$ cat config.mk
export PLATFORM = sky130hd
export DESIGN_NAME = mem_instruction
export DESIGN_NICKNAME = d
export VERILOG_FILES = /design/src/rtl/mem_instruction.sv
export SDC_FILE = /design/constraint.sdc
export NUM_CORES = 1
export LEC_CHECK = 0
export CAP_MARGIN = 20
export CORE_AREA = 2 2 98 137
export DETAILED_ROUTE_END_ITERATION = 16
export DIE_AREA = 0 0 100 139
export DONT_BUFFER_PORTS = 1
export PLACE_DENSITY = 0.34
export SYNTH_ARGS = -nofsm -noshare
export SYNTH_HDL_FRONTEND = slang
export SYNTH_SLANG_ARGS = --single-unit
$ cat constraint.sdc
create_clock -name i_clk -period 6 [get_ports i_clk]
set_input_delay 0.9 -clock i_clk [delete_from_list [all_inputs] [get_ports i_clk]]
set_output_delay 0.9 -clock i_clk [all_outputs]
set_load 0.03 [all_outputs]
$ cat src/rtl/mem_instruction.sv
// mem_instruction: byte-addressed read-only instruction memory, boot image loaded on synchronous reset.
module mem_instruction #(
    parameter int          MEM_BYTES = 256,
    parameter logic [31:0] BASE_ADDR = 32'h64
) (
    input  logic        i_clk,
    input  logic        i_rst,
    input  logic [31:0] i_pc,
    output logic [31:0] o_instr
);
    localparam int AW = $clog2(MEM_BYTES);
    localparam int BASE = int'(BASE_ADDR);
    localparam logic [127:0] BOOT = {32'h00302023, 32'h002081B3, 32'h00300113, 32'h00500093};
    logic [7:0]  r_mem_instr [MEM_BYTES];
    logic [32:0] w_addr;
    logic [31:0] w_instr;
    always_ff @(posedge i_clk) begin
        if (i_rst) begin
            for (int i = 0; i < MEM_BYTES; i++) r_mem_instr[i] <= 8'h00;
            for (int k = 0; k < 16; k++) r_mem_instr[BASE + k] <= BOOT[8*k +: 8];
        end
    end
    // 33-bit sum so a carry out of bit 31 lands out of range instead of wrapping
    always_comb begin
        w_instr = '0;
        w_addr = '0;
        for (int k = 0; k < 4; k++) begin
            w_addr = {1'b0, i_pc} + 33'(k);
            w_instr[8*k +: 8] = (w_addr < 33'(MEM_BYTES)) ? r_mem_instr[w_addr[AW-1:0]] : 8'h00;
        end
    end
    assign o_instr = w_instr;
endmodule

### Word level (Yosys, flattened, before mapping)

Memory sizes are Yosys's and may differ from the RTL's.
Index checks and enable logic that the tools add are counted.

* bits in registers: 0
* bits in writable memories: 1536
* bits of input ports: 34
* output and inout bits: 32
* word-level logic and storage cells: 46
* memories: 1

Memories
* r_mem_instr: words 256, width 6, rd ports 4, clocked after Yosys merged registers in 0, wr ports 256, RTL line 14 `logic [7:0] r_mem_instr [MEM_BYTES];`

* $add $sub $neg: 3
* magnitude comparators: 4
* mux-type cells: 22
* bitwise logic cells: 16

Operators with widths (number)
* 33-bit by 9-bit less-than comparator with 1-bit output, second input constant: 3
* 6-bit 2-to-1 mux: 16
* 32-bit by 2-bit adder with 33-bit output, second input constant: 2
* 32-bit by 1-bit adder with 33-bit output, second input constant: 1
* 32-bit by 9-bit less-than comparator with 1-bit output, second input constant: 1
* 8-bit 2-to-1 mux: 4
* 1-bit bitwise OR: 16
* 1-bit 2-to-1 mux: 2

### Longest topological paths before layout

* word-level depth: 3
* gate-level depth with buffers: 10
* gate-level depth less buffers: 9

### Worst setup path after synthesis

No wires, ideal clock.

* kind: input to output
* start: input port i_pc[0]
* end: output port o_instr[30]
* arrival: 3.762 ns
* required time: 5.100 ns
* setup slack: 1.338 ns
* stages: 10
* buffers on the path: 1
* cells stage by stage: inv_1 ha_1 nand3b_1 nor2_1 mux2_2 o22ai_1 nand4_1 or4_4 buf_6 nor3_1

* longest elaborated chain between the ends: 3
* elaborated cells between the ends (all ways): 4
* those cells by class: add/sub (1); order compare (1); mux (1); memory (1)

RTL lines
* start, declared: RTL line 8 `input logic [31:0] i_pc,`
* 32-bit by 2-bit adder with 33-bit output (*): RTL line 28 `w_addr = {1'b0, i_pc} + 33'(k);`
* memory read 256 x 6 bit or 33-bit by 9-bit less-than comparator with 1-bit output (tied branches)
* 8-bit 2-to-1 mux (*): RTL line 29 `w_instr[8*k +: 8] = (w_addr < 33'(MEM_BYTES)) ? r_mem_instr[w_addr[AW-1:0]] : 8'h00;`
* end, declared: RTL line 9 `output logic [31:0] o_instr`

Mark *: on every way between the ends. The rest lies on a longest branch, timed or not.

### Worst setup path after layout

* start: input port i_pc[1]
* end: output port o_instr[29]

Same word-level chain as after synthesis.

==> results.sh <==
export IMPL_final_hold_violation_count=0
export IMPL_setup_viol=0
export IMPL_hold_path_class="in2out"
export IMPL_post_place_ws_ps=1010
export IMPL_die_area_um2=13900
export IMPL_ys_types=65
export IMPL_synth_area_per_cell_um2=6.50
export IMPL_finalPower_uw=135
export IMPL_routed_top_layer="met4"
export IMPL_seqCellArea_um2=0
export IMPL_antenna_found_initial=0
export IMPL_routed_via_count=3560
export IMPL_maxCapViolations=0
export IMPL_initial_core_util_pct=24.3
export IMPL_instances_no_fill=598
export IMPL_hold_depth=1
export IMPL_seq_cell_count=0
export IMPL_rows=49
export IMPL_vias_per_cell=5.95
export IMPL_synth_area_leader_cell="nand4_1"
export IMPL_ant_nets=0
export IMPL_layout_setup_ws_ps=971
export IMPL_cp_slowest_cell="nor4_2"
export IMPL_crit_family="simple AND/OR/NAND/NOR gates"
export IMPL_clockBufferCount=0
export IMPL_yosysWarnings=0
export IMPL_final_layout_size_suffix_gt1_share_pct=6.97
export IMPL_drtIter0Drc=194
export IMPL_cts_resized_gates=0
export IMPL_drcViolationCount=0
export IMPL_wl_per_cell_um=21.5
export IMPL_path_max_fanout=9
export IMPL_slowest_delay_ps=730
export IMPL_dpl_cell_area_um2=3050
export IMPL_hold_end="o_instr[7]"
export IMPL_min_period_ps=5030
export IMPL_drt_met1_wl_um=5120
export IMPL_fmaxAchievable_ghz=0.199
export IMPL_grt_pass1_wl_um=20000
export IMPL_routed_wl_met3_um=766
export IMPL_place_hpwl_um=10200
export IMPL_grt_overflow_total=0
export IMPL_vdd_ir_drop_max_mv=0.0104
export IMPL_p_per_area_nw_per_um2=44.3
export IMPL_finish_utilization_pct=23.9
export IMPL_critPathCaptureType="output port"
export IMPL_maxSlewHeadroom_pct=38.3
export IMPL_dr_pass1_iters=4
export IMPL_core_area_um2=12800
export IMPL_dp_cells=598
export IMPL_min_from="i_pc[4]"
export IMPL_die_height_um=139
export IMPL_ys_seq_area_share_pct=0
export IMPL_fp_dieW_um=100
export IMPL_cp_start_kind="input port"
export IMPL_hold_slack_ps=1950
export IMPL_grt_max_degree=32
export IMPL_wl_met2_um=6340
export IMPL_layout_common_cells="nor2_1 (55), nand2_1 (43), nand4_1 (35), nor4_1 (29), xnor2_1 (24)"
export IMPL_crit_type="in2out"
export IMPL_power_leakage_nw=0.950
export IMPL_grt_pass1_vias=3446
export IMPL_place_gp_congestion=0.916
export IMPL_tightestPinTransition_ps=919
export IMPL_path_cells="inv_1 > ha_1 > nand3b_1 > nor4_2 > nor3b_1 > o32a_2 > nand4_1 > or4_4 > nor2_1"
export IMPL_port_buffers=0
export IMPL_required_ps=5100
export IMPL_synthToLayoutAreaGrowth_pct=-1.42
export IMPL_maxSlewViolCount=0
export IMPL_synthCells=476
export IMPL_status="finished clean"
export IMPL_wl_um=12900
export IMPL_period_share_pct=83.8
export IMPL_cts_hold_buffers=0
export IMPL_finalInstanceArea_um2=3050
export IMPL_finalSetupTns_ps=0
export IMPL_antenna_cells=0
export IMPL_yosysTopAreaCellShare_pct=7.08
export IMPL_post_cts_buffers=0
export IMPL_io_pins=66
export IMPL_rsz0062_at_grt="false"
export IMPL_synth_top_cells_by_area="nand4_1 (7.1%), xnor2_1 (6.8%), nor2_1 (6.7%), nor4_1 (5.9%), ha_1 (5.7%)"
export IMPL_final_common_cell="nor2_1"
export IMPL_path_buf_inv=1
export IMPL_track_usage_pct=17.9
export IMPL_layout_nets=495
export IMPL_crit_arrival_ps=4130
export IMPL_syn_area_um2=3090
logic make-up after synthesis:
logic type | after synthesis | synth area share (%)
simple gates | 260 | 46.0
compound gates | 86 | 19.7
xor+xnor | 40 | 11.3
buf+inv | 61 | 12.6
fa+ha+maj | 14 | 5.66
other cells | 1 | 0.121
mux | 14 | 4.65
area by class of cell:
type / count / area (um2)
fill: 1491 / 9700
inverter: 12 / 45.0
multi-input combinational: 422 / 2730
tap: 153 / 191
timing repair buffer: 11 / 82.6
metal layers:
layer / track usage (%) / vias to the layer above
met5: 0 / -
met2: 31.2 / 133
met3: 1.86 / 33
li1: - / 1729
met1: 22.1 / 1665
met4: 7.28 / 0
Yosys cell counts, types with 11 or more instances:
library cell	number
nor3_1	23
nand2_1	43
clkbuf_1	17
mux2i_1	11
a21oi_1	17
nor2_1	55
ha_1	14
nor4_1	29
xor2_1	16
nand4_1	35
inv_1	12
xnor2_1	24
nand3_1	21
worst max path at each step:
stage / start / to / slack [ps] / cells after the start
3_3_place_gp: i_pc[1] / o_instr[29] / 1000 / 9
4_1_cts: i_pc[1] / o_instr[29] / 980 / 9
5_1_grt: i_pc[1] / o_instr[29] / 760 / 9
6_report: i_pc[1] / o_instr[29] / 970 / 9
2_1_floorplan: i_pc[0] / o_instr[30] / 1340 / 10
3_5_place_dp: i_pc[1] / o_instr[29] / 1010 / 9
report_power, final:
| part | internal, mW | total [mW] | switching [mW] |
|---|---|---|---|
| Clock | 0 | 0 | 0 |
| Combinational | 0.0541 | 0.135 | 0.0809 |
| Sequential | 0 | 0 | 0 |
(Power assumes the default switching activity.)
